### src/rtl/miter_vec_cmp.sv
// X-tolerant compare of one gold/gate miter vector pair. Masked gold bits are
// don't-care and can never produce a difference.
module miter_vec_cmp #(
    parameter int WIDTH = 128
) (
    input  logic [WIDTH-1:0] gold,
    input  logic [WIDTH-1:0] gate,
    input  logic [WIDTH-1:0] xmask,
    output logic [WIDTH-1:0] diff,
    output logic             mismatch
);

    genvar gi;
    generate
        for (gi = 0; gi < WIDTH; gi++) begin : g_bit
            assign diff[gi] = (gold[gi] ^ gate[gi]) & ~xmask[gi];
        end
    endgenerate

    assign mismatch = |diff;

endmodule

### config.mk
export PLATFORM = sky130hd
export DESIGN_NAME = miter_vec_cmp
export DESIGN_NICKNAME = d
export VERILOG_FILES = /design/src/rtl/miter_vec_cmp.sv
export SDC_FILE = /design/constraint.sdc
export NUM_CORES = 1
export LEC_CHECK = 0
export CORE_AREA = 5 5 197 199
export DETAILED_ROUTE_END_ITERATION = 8
export DIE_AREA = 0 0 202 204
export GPL_TIMING_DRIVEN = 0
export PLACE_DENSITY = 0.47
export SYNTH_ARGS = -nofsm -noshare
export SYNTH_HDL_FRONTEND = slang
export SYNTH_SLANG_ARGS = --single-unit
### constraint.sdc
create_clock -name vclk -period 2.1
set_input_delay 0.42 -clock vclk [all_inputs]
set_output_delay 0.42 -clock vclk [all_outputs]
set_load 0.02 [all_outputs]
# Yosys cells after proc, flatten, opt, wreduce, memory -nomap -nowiden
# Cells that the tools add are included.
[word_totals]
ramBits = 0
latch_bits = 0
register_bits = 0
out_inout_bits = 129
n_memories = 0
mem_bits_ro = 0
[classes]
bitwise = 384
shift = 0
n_eq_ne = 0
mux = 0
n_lt_le_gt_ge = 0
mul = 0
n_div = 0
add_sub_neg = 0
n_reduce_logical = 1
[op_table]
columns = ["cell", "count"]
rows = [
  ["$and A1 B1 Y1", 128],
  ["$not A1 Y1", 128],
  ["$reduce_or A128 Y1", 1],
  ["$xor A1 B1 Y1", 128],
]

# Depth between registers and ports, before layout
[logic_depth]
ltp_word = 3
depth_mapped = 5
ltp_nobuf = 5

# Worst setup path before layout
# OpenSTA, ideal clock, no wires.
[synth_timing]
path_kind = "input -> output"
startpoint = "input gate[13]"
endpoint = "output mismatch"
setup_slack_ns = -0.007
arrival_time_ns = 1.687
cell_stages = 5
t_required_ns = 1.680
n_path_buf = 0
cell_sequence = "xnor2_1 > o22ai_1 > nor4_1 > nand4_1 > or4_1"
[synth_between]
elab_chain_len = 3
[synth_lines]
columns = ["item", "line", "source"]
rows = [
  ["start: declaration", "7", "input logic [WIDTH-1:0] gate,"],
  ["$xor A1 B1 Y1", "16", "assign diff[gi] = (gold[gi] ^ gate[gi]) & ~xmask[gi];"],
  ["$and A1 B1 Y1", "16", ""],
  ["$reduce_or A128 Y1", "20", "assign mismatch = |diff;"],
  ["end: declaration", "10", "output logic mismatch"],
]
# Every way passes these cells.

# Worst setup path in the final report
[layout_timing]
startpoint = "input gold[127]"
endpoint = "output mismatch"
[layout_between]
elab_chain_len = 3
[layout_lines]
columns = ["item", "line", "source"]
rows = [
  ["start: declaration", "6", "input logic [WIDTH-1:0] gold,"],
  ["$xor A1 B1 Y1", "16", ""],
  ["$and A1 B1 Y1", "16", ""],
  ["$reduce_or A128 Y1", "20", ""],
]
# Every way passes these cells.

==> results.md <==
STA:
- Setup repair after global routing could not meet its margin everywhere.
- At the pin with the least slew margin, the transition time is 0.299 ns.
- The normalized max-slew margin is 79.9%.
- The worst path in the final design needs a cycle of 2.78 ns, including I/O delays and setup.
- The maximum operating frequency is 360 MHz.
- The final number of hold-violating endpoints came to 0.
- The final clock period utilization by the worst path is 132%.
- The count of final max-slew check failures is 0.
- The number of endpoints failing setup at the final stage is 1.
- The post-route worst setup slack is -0.681 ns.
- The worst-case hold slack is between 1 and 1.5 ns.

Place:
- During placement, the flow inserted port buffers numbering 513.
- Routability-driven placement finished with a final weighted congestion of 0.838.
- At the placement stage, the worst setup path has a slack of -1.87 ns.
- The half-perimeter wire length after placement is 19.3 mm.
- The post-place instance area is 7870 um2.

Worst setup path:
- In this design, the stage delay of the slowest critical-path cell is 0.56 ns.
- The slowest stage of the critical path belongs to the cell sky130_fd_sc_hd__or4_4.
- STA classifies the critical path startpoint as an input pin.
- The arrival time of the worst setup path is between 2 and 2.5 ns.
- The maximum fanout count along the critical path is 2.
- STA classifies the critical path endpoint as an output port.
- The data required time at the worst endpoint is ~1.7 ns.
- The worst setup path is of the in2out kind.
- The signal on the critical path passes through clkdlybuf4s50_1 -> xnor2_2 -> o22ai_2 -> nor4_2 -> nand4_1 -> or4_4 -> buf_6.

Final layout:
- The final-stage net count is between 1k and 1.5k.
- In the finished design the tool counted flip-flops and latches totalling 0.
- From synthesis to final layout, the design area changed by 338%.
- Cells with a size suffix above 1 make up 31.5% of the layout.
- The post-route cell area is 9350 um2.
- The flip-flop and latch area is 0 um2.
- The filler cells instantiated in the layout total 4047.
- The area occupied by multi-input gates is 3590 um2.
- The clock buffer count in the final layout is 0.
- The number of inserted diodes is 0.

Drt:
- The number of iterations in the first detailed-routing pass is 4.
- The via count is approximately 4.7k.
- The average wire per cell in the routed design is 16.3 um.
- The number of DRC markers after the initial detailed-route iteration is 121.
- The detail-routed via count per cell is about 3.5.
- For this block, the routed nets add up to about 22 mm of wire.
- In the routed design, unresolved DRC markers number 0.
- The remaining antenna violation count is 0.

Power:
- The ratio of total power to cell area is 251 nW/um2.
- The worst supply voltage drop on vdd is 0.0819 mV.
- The cell leakage power is 4.64 nW.
- The overall power consumption is 0.00234 W.

Floorplanning:
- From left edge to right edge, the die measures between 200 and 250 um.
- The die area is approximately 41000 um2.
- The floorplan core area is approximately 37000 um2.
- The initial core utilization is 5.76%.
- In this run the core area contains 71 standard-cell rows.
- The top-level port count is 513.
- The die is around 200 um tall.

Synth:
- The synthesized netlist cell count is 341.
- The fraction of the yosys area taken by sequential cells is 0%.
- The synthesized netlist occupies a cell area of 2130 um2.
- The average cell area after synthesis is approximately 6.3 um2.
- The Yosys warning count is 0.
- The number of nets handed over by synthesis was ~730.
- The unique cell type count in the Yosys netlist is 6.

Min path:
- The type of the worst min-delay path is in2out.
- The worst hold path was traced through 3 stages.
- The worst hold path terminates at diff[35].
- The worst hold path begins at xmask[35].

Run status:
- The checks that failed: negative setup slack.
- The run finished, with violations left.

Global route:
- Global routing used 9.26% of the available tracks across all layers.
- met2 is the most crowded layer.
- The aggregate global routing overflow is 0.
- The largest net degree at the start of global routing is 3.
- The routing usage on met3 is 2.65%.
- The initial antenna violation count is 0.
- The first global-routing pass estimated 29.8 mm of wire.
- The met2 demand-to-capacity share in global routing is 18.6%.
- The number of global-route vias before repair was 5161.
- The met1 track demand over resource is 9.76%.

Flow run:
- The tool flagged a number of max-cap violations equal to 0.
[kinds of logic (layout without fill, tap and decap cells)]
| group | Yosys count | count (layout) | share of synthesized area, % |
|---|---|---|---|
| xor gates and xnor gates | 128 | 128 | 52.5 |
| AOI/OAI and AO/OA | 64 | 64 | 18.8 |
| and+or+nand+nor | 149 | 149 | 28.7 |
| buffers and inverters | 0 | 547 | 0 |
[cells in the mapped netlist]
| library cell | number | area share, % |
|---|---|---|
| sky130_fd_sc_hd__nand4_1 | 4 | 1.2 |
| sky130_fd_sc_hd__nor2_1 | 128 | 23 |
| sky130_fd_sc_hd__nor4_1 | 16 | 4.7 |
| sky130_fd_sc_hd__o22ai_1 | 64 | 19 |
| sky130_fd_sc_hd__or4_1 | 1 | 0.35 |
| sky130_fd_sc_hd__xnor2_1 | 128 | 53 |
[per-layer routing]
| layer | vias to the layer above | wire (um) |
|---|---|---|
| met1 | 2121 | 7840 |
| met4 | 0 | 493 |
| met3 | 30 | 1880 |
| met2 | 289 | 12000 |
| li1 | 2299 | - |
| met5 | - | 0 |
[final cells by class]
| type | instances | share of cell area, % |
|---|---|---|
| timing repair buffer | 547 | 55.2 |
| multi-input combinational | 341 | 38.4 |
| tap | 474 | 6.34 |
[critical path: cells and delay by family]
family / cells / cell delay, ns
AOI/OAI and AO/OA: 1 / 0.10
and+or+nand+nor: 3 / 1.04
xor gates and xnor gates: 1 / 0.21
buffers and inverters: 2 / 0.59
[placed cells by master (no fill, tap or decap), types with 5 or more instances in the layout]
| cell | count |
|---|---|
| sky130_fd_sc_hd__o22ai_1 | 12 |
| sky130_fd_sc_hd__xnor2_2 | 112 |
| sky130_fd_sc_hd__o22ai_2 | 51 |
| sky130_fd_sc_hd__dlymetal6s2s_1 | 67 |
| sky130_fd_sc_hd__clkdlybuf4s50_1 | 205 |
| sky130_fd_sc_hd__xnor2_4 | 8 |
| sky130_fd_sc_hd__clkbuf_2 | 10 |
| sky130_fd_sc_hd__nor4_4 | 5 |
| sky130_fd_sc_hd__nor2_1 | 128 |
| sky130_fd_sc_hd__buf_4 | 34 |
| sky130_fd_sc_hd__xnor2_1 | 8 |
| sky130_fd_sc_hd__buf_2 | 32 |
| sky130_fd_sc_hd__dlygate4sd2_1 | 174 |
| sky130_fd_sc_hd__buf_6 | 10 |
| sky130_fd_sc_hd__nor4_2 | 9 |
| sky130_fd_sc_hd__clkdlybuf4s15_1 | 8 |
[per-stage QoR]
| stage | std cells | setup TNS [ns] | utilization, % |
|---|---|---|---|
| after floorplan | 341 | 0 | - |
| after global placement | 1328 | -8.47 | 21.2 |
| after detailed placement | 1328 | -8.66 | 21.2 |
| after CTS | 1348 | -0.712 | 23.4 |
| after global routing | 1362 | -0.762 | 25.2 |
| final | 1362 | -0.681 | 25.2 |
[report_power, final]
| part | switching, W | internal (W) |
|---|---|---|
| clock | 0 | 0 |
| sequential | 0 | 0 |
| combinational | 0.00103 | 0.00131 |
| total | 0.00103 | 0.00131 |
[how the worst max path moves through the flow]
| stage | from | endpoint | slack [ns] |
|---|---|---|---|
| after global placement | gold[5] | mismatch | -1.87 |
| final | gold[127] | mismatch | -0.68 |
| after global routing | xmask[21] | mismatch | -0.76 |
| after CTS | gold[1] | mismatch | -0.71 |
| after detailed placement | gate[5] | mismatch | -1.87 |
| after floorplan | gate[13] | mismatch | 0.04 |
[repair_timing]
| action | in CTS | in global routing |
|---|---|---|
| setup endpoints to repair | 127 | 11 |
| buffers inserted | 20 | 14 |
| hold buffers | 0 | 0 |
| resized for setup | 549 | 152 |
| pin swaps | 147 | 81 |
No activity file was read; power rests on OpenSTA's default activity.
